**config.mk**
```make
export PLATFORM = sky130hd
export DESIGN_NAME = hazard_ctrl
export DESIGN_NICKNAME = d
export VERILOG_FILES = /design/src/rtl/hazard_ctrl.sv
export SDC_FILE = /design/constraint.sdc
export NUM_CORES = 1
export LEC_CHECK = 0
export CAP_MARGIN = 15
export CORE_MARGIN = 2
export CORE_UTILIZATION = 35
export CTS_CLUSTER_SIZE = 28
export DETAILED_ROUTE_END_ITERATION = 16
export PLACE_DENSITY = 0.84
export REMOVE_ABC_BUFFERS = 1
export SYNTH_ARGS = -nofsm -noshare
export SYNTH_HDL_FRONTEND = slang
export SYNTH_SLANG_ARGS = --single-unit
export TNS_END_PERCENT = 20
```
**constraint.sdc**
```tcl
create_clock -name clk -period 2.5 [get_ports clk]
set_input_delay 0.25 -clock clk [delete_from_list [all_inputs] [get_ports clk]]
set_output_delay 0.25 -clock clk [all_outputs]
set_load 0.1 [all_outputs]
```
**src/rtl/hazard_ctrl.sv**
```systemverilog
`default_nettype none
// ============================================================================
// Module   : hazard_ctrl
// Purpose  : Hazard controller for the 5-stage pipeline. It produces the
//            stall and flush controls for the IF/ID, ID/EX and EX/MEM stage
//            registers. It handles:
//              - load-use hazards, which cost one bubble
//              - taken branches and jumps resolved in MEM, which squash
//                three instructions
//              - multi-cycle data-memory busy, which freezes the pipeline
//            A busy watchdog raises a sticky timeout flag.
//
// Ports    : clk, rst              - clock, synchronous active-high reset
//            ID_EX_MemRead/RegRt   - load in EX and its destination
//            IF_ID_RegisterRs/Rt   - sources of the instruction in ID
//            EX_MEM_Branch_taken   - taken branch in MEM
//            EX_MEM_Jump           - jump in MEM
//            Mem_busy              - data memory not yet complete
//            PC_Write, IF_ID_Write - fetch-side enables
//            IF_Flush, ID_Hazard_lwstall, ID_Hazard_Branch, EX_Flush, Freeze
//                                  - stage-register controls
//            Hazard_timeout        - sticky watchdog flag
//            stall_count, flush_count - performance counters
//
// Options  : HAZARD_PERF_CNT_EN    - when defined, the performance counters
//            are built. Otherwise stall_count and flush_count read zero.
//
// Revision : 1.0 - initial release
// ============================================================================
module hazard_ctrl #(
    parameter int unsigned MAX_BUSY = 64,   // must be >= 1
    parameter int unsigned CNT_W    = 16
) (
    input  logic             clk,
    input  logic             rst,
    input  logic             ID_EX_MemRead,
    input  logic [4:0]       ID_EX_RegisterRt,
    input  logic [4:0]       IF_ID_RegisterRs,
    input  logic [4:0]       IF_ID_RegisterRt,
    input  logic             EX_MEM_Branch_taken,
    input  logic             EX_MEM_Jump,
    input  logic             Mem_busy,
    output logic             PC_Write,
    output logic             IF_ID_Write,
    output logic             IF_Flush,
    output logic             ID_Hazard_lwstall,
    output logic             ID_Hazard_Branch,
    output logic             EX_Flush,
    output logic             Freeze,
    output logic             Hazard_timeout,
    output logic [CNT_W-1:0] stall_count,
    output logic [CNT_W-1:0] flush_count
);

    localparam int unsigned c_BUSY_W = $clog2(MAX_BUSY + 1);
    localparam logic [c_BUSY_W-1:0] c_BUSY_MAX  = c_BUSY_W'(MAX_BUSY);
    localparam logic [c_BUSY_W-1:0] c_BUSY_LAST = c_BUSY_W'(MAX_BUSY - 1);

    typedef enum logic [1:0] {
        S_RUN       = 2'd0,
        S_LW_BUBBLE = 2'd1,
        S_FROZEN    = 2'd2
    } state_t;

    state_t state_q, state_d;

    logic w_lw_hz;
    logic w_redirect;
    logic w_lw_honour;

    logic [c_BUSY_W-1:0] busy_cnt_q;
    logic                timeout_q;

    // $zero is never a real dependency, so a load to r0 never stalls.
    assign w_lw_hz = ID_EX_MemRead && (ID_EX_RegisterRt != 5'd0) &&
                     ((ID_EX_RegisterRt == IF_ID_RegisterRs) ||
                      (ID_EX_RegisterRt == IF_ID_RegisterRt));

    assign w_redirect = EX_MEM_Branch_taken | EX_MEM_Jump;

    // The cycle right after a bubble still shows the same load in EX.
    // Mask it so that the same hazard does not trigger a second bubble.
    // The cycle that leaves FROZEN is treated like RUN.
    assign w_lw_honour = w_lw_hz && (state_q != S_LW_BUBBLE);

    // ------------------------------------------------------------------
    // Control outputs: combinational, priority busy > redirect > lw_hz
    // ------------------------------------------------------------------
    always_comb begin
        PC_Write          = 1'b0;
        IF_ID_Write       = 1'b0;
        IF_Flush          = 1'b0;
        ID_Hazard_lwstall = 1'b0;
        ID_Hazard_Branch  = 1'b0;
        EX_Flush          = 1'b0;
        Freeze            = 1'b0;
        if (rst) begin
            // All controls are held low.
        end else if (Mem_busy) begin
            // EX/MEM is held, so any pending redirect is seen again
            // once the memory completes.
            Freeze = 1'b1;
        end else if (w_redirect) begin
            PC_Write         = 1'b1;
            IF_ID_Write      = 1'b1;
            IF_Flush         = 1'b1;
            ID_Hazard_Branch = 1'b1;
            EX_Flush         = 1'b1;
        end else if (w_lw_honour) begin
            ID_Hazard_lwstall = 1'b1;
        end else begin
            PC_Write    = 1'b1;
            IF_ID_Write = 1'b1;
        end
    end

    // ------------------------------------------------------------------
    // Sequencing FSM
    // ------------------------------------------------------------------
    always_comb begin
        state_d = S_RUN;
        case (state_q)
            S_RUN, S_FROZEN: begin
                if (Mem_busy) begin
                    state_d = S_FROZEN;
                end else if (w_lw_hz && !w_redirect) begin
                    state_d = S_LW_BUBBLE;
                end
            end
            S_LW_BUBBLE: begin
                if (Mem_busy) begin
                    state_d = S_FROZEN;
                end
            end
            default: state_d = S_RUN;
        endcase
    end

    always_ff @(posedge clk) begin
        if (rst) begin
            state_q <= S_RUN;
        end else begin
            state_q <= state_d;
        end
    end

    // ------------------------------------------------------------------
    // Busy watchdog. The flag sets on the edge where the count of
    // consecutive busy cycles reaches MAX_BUSY, and it stays set until
    // reset.
    // ------------------------------------------------------------------
    always_ff @(posedge clk) begin
        if (rst) begin
            busy_cnt_q <= '0;
            timeout_q  <= 1'b0;
        end else if (Mem_busy) begin
            if (busy_cnt_q != c_BUSY_MAX) begin
                busy_cnt_q <= busy_cnt_q + 1'b1;
            end
            if (busy_cnt_q == c_BUSY_LAST) begin
                timeout_q <= 1'b1;
            end
        end else begin
            busy_cnt_q <= '0;
        end
    end

    assign Hazard_timeout = timeout_q;

    // ------------------------------------------------------------------
    // Optional performance counters. They saturate and never wrap.
    // ------------------------------------------------------------------
`ifdef HAZARD_PERF_CNT_EN
    logic [CNT_W-1:0] stall_cnt_q;
    logic [CNT_W-1:0] flush_cnt_q;

    always_ff @(posedge clk) begin
        if (rst) begin
            stall_cnt_q <= '0;
            flush_cnt_q <= '0;
        end else begin
            if ((ID_Hazard_lwstall || Freeze) && (stall_cnt_q != '1)) begin
                stall_cnt_q <= stall_cnt_q + 1'b1;
            end
            if (IF_Flush && (flush_cnt_q != '1)) begin
                flush_cnt_q <= flush_cnt_q + 1'b1;
            end
        end
    end

    assign stall_count = stall_cnt_q;
    assign flush_count = flush_cnt_q;
`else
    assign stall_count = '0;
    assign flush_count = '0;
`endif

endmodule
`default_nettype wire
```
## Word-level counts from Yosys, hierarchy flattened

Cells that the tools add are included.

- Bits in registers: 10
- Output and inout bits: 40

- Mux-type cells: 17
- Bitwise operators: 2
- Equality and inequality tests: 7
- Add/subtract/negate cells: 1
- Reductions and logical operators: 11

Operators with widths:

| cell | count |
|---|---|
| 2-to-1 mux 1 bit | 14 |
| equality test 5 bit | 2 |
| adder 7 x 1 -> 7 bit (second input constant) | 1 |
| equality test 7 x 6 -> 1 bit (second input constant) | 1 |
| != test 7 bit (second input constant) | 1 |
| nonzero test 5 bit | 1 |
| logical AND 1 bit | 4 |
| 2-to-1 mux 2 bit | 2 |
| one-hot mux 2 bit (2 select lines) | 1 |
| OR reduction 2 bit | 2 |
| equality test 2 x 1 -> 1 bit (second input constant) | 1 |
| equality test 2 bit (second input constant) | 1 |
| logical NOT 2 bit | 1 |
| != test 2 x 1 -> 1 bit (second input constant) | 1 |
| AND reduction 2 bit | 1 |
| logical NOT 1 bit | 1 |
| logical OR 1 bit | 1 |
| inverter 1 bit | 1 |
| bitwise OR 1 bit | 1 |

## Longest topological paths before layout

Gate-level depths: netlist of the first run.

- Depth after elaboration: 8
- Mapped depth: 5
- Gate-level depth less buffers: 5

## Worst setup path after synthesis of the first run

OpenSTA, ideal clock, no wires.

- Kind: input-to-output
- Start point: in Mem_busy
- End point: out ID_Hazard_Branch
- Required time: 2250 ps
- Stages: 2
- Arrival: 3022 ps
- Path buffers: 1
- Slack: -772 ps
- Path through: nor3_1 > buf_4

- Word-level cells in the longest chain between the ends: 2

RTL lines:

| item | line | source |
|---|---|---|
| start, declared | 42 | `input logic Mem_busy,` |
| 2-to-1 mux 1 bit | 99 | `end else if (Mem_busy) begin` |
| 2-to-1 mux 1 bit | 97 | `if (rst) begin` |
| end, declared | 47 | `output logic ID_Hazard_Branch,` |

No other way between the ends.

## Final worst setup path of the first run

- Start point: in ID_EX_RegisterRt[2]
- End point: out PC_Write

- Word-level cells in the longest chain between the ends: 8
- Elaborated cells on any way between the ends: 11
- Classes of those cells: eq/ne (2); mux (4); reduce/logical (5)

RTL lines:

| item | line | source |
|---|---|---|
| start, declared | 37 | `input logic [4:0] ID_EX_RegisterRt,` |
| equality test 5 bit, or another cell as far along | 76 | `((ID_EX_RegisterRt == IF_ID_RegisterRs) \|\|` |
| logical OR 1 bit or logical AND 1 bit (tied branches) | 76, 75 |  |
| logical AND 1 bit (*) | 75 | `assign w_lw_hz = ID_EX_MemRead && (ID_EX_RegisterRt != 5'd0) &&` |
| logical AND 1 bit (*) | 84 | `assign w_lw_honour = w_lw_hz && (state_q != S_LW_BUBBLE);` |
| 2-to-1 mux 1 bit (*) | 109 | `end else if (w_lw_honour) begin` |
| 2-to-1 mux 1 bit (*) | 103 | `end else if (w_redirect) begin` |
| 2-to-1 mux 1 bit (*) | 99 |  |
| 2-to-1 mux 1 bit (*) | 97 |  |
| end, declared | 43 | `output logic PC_Write,` |

Mark *: on every way between the ends. The rest lies on a longest branch, timed or not.

==> impl_metrics.json, run 1 <==
{
  "yosys.area_share.xor_xnor": 0.1609,
  "wl_per_cell_um": 9.745,
  "area_growth_pct": 24.28,
  "cts-htree-levels": 1,
  "numClockSinks": 10,
  "clk-insertion-delay-late_ns": 0.26,
  "cellPowerDensity_mw_per_mm2": 557.4,
  "avgSynthCellArea_um2": 8.373,
  "holdBufCountCts": 0,
  "synth_commonest_cells": "buf_4 (35), xor2_1 (13), nor2_1 (12)",
  "hpwl_um": 1372,
  "total_power_mw": 0.6033,
  "arrival_ns": 1.92,
  "vias_per_cell": 4.043,
  "postCtsSetupBuffers": 0,
  "placed_area_mm2": 0.001060,
  "drcViolationCount": 0,
  "met1_usage": 0.1229,
  "antenna_found_initial": 0,
  "synth_warnings": 0,
  "hp-class": "reg2reg",
  "register_area_um2": 200.2,
  "grt_busiest_layer": "met2",
  "grt_pass1_wl_um": 2497,
  "gp_congestion": 0.7803,
  "cp-end-kind": "output port",
  "grt_use_total": 0.1227,
  "setup_ws_ns": 0.3343,
  "nNetsFinal": 156,
  "yosysMostFrequentCell": "buf_4",
  "worstSetupPathType": "in2out",
  "cpPeakStageDelay_ns": 0.56,
  "rows": 18,
  "ys_seq_area_frac": 0.2299,
  "grt_pass1_vias": 584,
  "fmax_mhz": 461.7,
  "clockBufferDepth": 2,
  "synth-adder-area-share": 0.02874,
  "drtIter0Drc": 8,
  "hold_violations": 0,
  "layout-drive-gt1-share": 0.1298,
  "use_met2": 0.2195,
  "start_util": 0.3614,
  "multi_input_area_um2": 509.2,
  "outcome": "complete, no violations",
  "grt_overflow": 0,
  "drt_first_pass_iters": 4,
  "synthSimpleGateAreaFrac": 0.2083,
  "netlist_instances": 104,
  "synth_area_um2": 870.8,
  "yosysUniqueCellTypes": 24,
  "synthMuxAreaShare": 0.01149,
  "fin_util": 0.4491,
  "cp_slowest_cell": "or4_4",
  "rsz0062_at_grt": "no",
  "drv_cap": 0,
  "cp.required_ns": 2.25,
  "slew_viol_final": 0,
  "crit_family": "buffers and inverters",
  "clockRootBuffer": "clkbuf_4",
  "num_vias": 651,
  "startpoint_type": "primary input",
  "yosys-top-cells-area": "buf_4 (30%), dfxtp_1 (23%), xor2_1 (13%)",
  "clock_skew_ns": 0.002575,
  "die_y_um": 53.88,
  "dieArea_mm2": 0.002903,
  "fin_crit_sh": 0.8663,
  "crit_fanout": 3,
  "clk_pin_slew_ns": 0.05,
  "leakage_nw": 0.4807,
  "n_antenna_cell": 0,
  "critical_path.cell_chain": "clkdlybuf4s50_1 > or4_4 > nor2_4 > o31a_1 > buf_12",
  "synth_edf_count": 0,
  "cts_buffers": 3,
  "finalInstanceArea_mm2": 0.001082,
  "ys.flop_type": "dfxtp_1",
  "peakVddDrop_mv": 0.2868,
  "fp.coreArea_mm2": 0.002410,
  "fin_crit_ns": 2.166,
  "async_flop_share": 0,
  "setup_tns_ns": 0,
  "synth_compound_area_frac": 0.03736,
  "fillers": 227,
  "cts_tree": "done",
  "totalWireLength_um": 1569,
  "synth_top_family_by_area": "buffers and inverters",
  "dpl_worst_slack_ns": 0.3332,
  "grt_use_met3": 0.03056,
  "synth-seq-cells": 10,
  "die_x_um": 53.88,
  "io_pins": 61,
  "grt_max_degree": 6,
  "synth_top_area_frac": 0.3017,
  "port_buffers": 28,
  "cp_num_buf_inv": 2,
  "final-setup-viol-count": 0,
  "synth_area_leader_cell": "buf_4",
  "cts_resized": 0,
  "ant_nets": 0
}
-- where the power goes --
part	leakage, nW	switching, mW	internal, mW
logic	0.386	0.280	0.0541
clock network	0.0138	0.0496	0.0553
registers	0.0811	0.00265	0.162
-- cell type report --
| class | count | area share |
|---|---|---|
| Timing Repair Buffer | 28 | 0.2751 |
| Clock buffer | 3 | 0.02081 |
| Tap cell | 30 | 0.03468 |
| Sequential cell | 10 | 0.1850 |
| Multi-Input combinational cell | 86 | 0.4705 |
| Inverter | 4 | 0.01387 |
-- state kept, by name, summed over array words and instances (netlist names) --
register        cells
Hazard_timeout      1
busy_cnt_q          7
state_q             2
-- metal layers --
layer	routed length [µm]	part of all wire
met1	554	0.35
met2	867	0.55
met3	85	0.054
met4	61	0.039
met5	0	0
-- placed cells by master (no fill, tap or decap), drive strengths merged --
| cell | synthesis | final |
|---|---|---|
| conb | 1 | 32 |
| clkdlybuf4s50 | 0 | 20 |
| xor2 | 13 | 13 |
| nor2 | 13 | 13 |
| dfxtp | 10 | 10 |
| buf | 35 | 8 |
| nand3 | 5 | 5 |
| inv | 4 | 4 |
| nor3 | 4 | 4 |
| xnor2 | 3 | 3 |
| clkbuf | 0 | 3 |
| nand2b | 2 | 2 |
| and3 | 2 | 2 |
| ha | 2 | 2 |
| a22oi | 1 | 1 |
| or4 | 1 | 1 |
| nor4b | 1 | 1 |
| o31a | 1 | 1 |
| nor4 | 1 | 1 |
| mux2i | 1 | 1 |
| nand4b | 1 | 1 |
| a21oi | 1 | 1 |
| a31oi | 1 | 1 |
| nand2 | 1 | 1 |
-- logic make-up after synthesis --
group,after synthesis
xor+xnor,16
mux,1
simple gates,31
flops,10
compound gates,4
fa+ha+maj,2
other cells,1
buf+inv,39
-- worst paths after layout --
path | from | to | slack, ns | cells after the start
setup / recovery | ID_EX_RegisterRt[2] | PC_Write | 0.33 | 5
hold / removal | state_q[1] | state_q[1] | 0.43 | 1
setup reg to reg | busy_cnt_q[2] | busy_cnt_q[0] | 1.26 | 4
hold reg to reg | state_q[1] | state_q[1] | 0.43 | 1
-- through the flow --
stage	hold WS (ns)	cells
2_1_floorplan	0.3224	100
3_3_place_gp	0.4123	158
3_5_place_dp	0.4192	158
4_1_cts	0.4269	161
5_1_grt	0.4495	161
6_report	0.4281	161
(Power assumes the default switching activity.)
==> run 2, diff against run 1 <==
- CTS_CLUSTER_SIZE: 28 -> default
==> results of run 2 <==
No change in the layout: final DEF, timing and power equal those of run 1.
==> run 3, diff against run 2 <==
- HOLD_SLACK_MARGIN: default -> 0.02
==> results of run 3 <==
No change in the layout: final DEF, timing and power equal those of run 1.
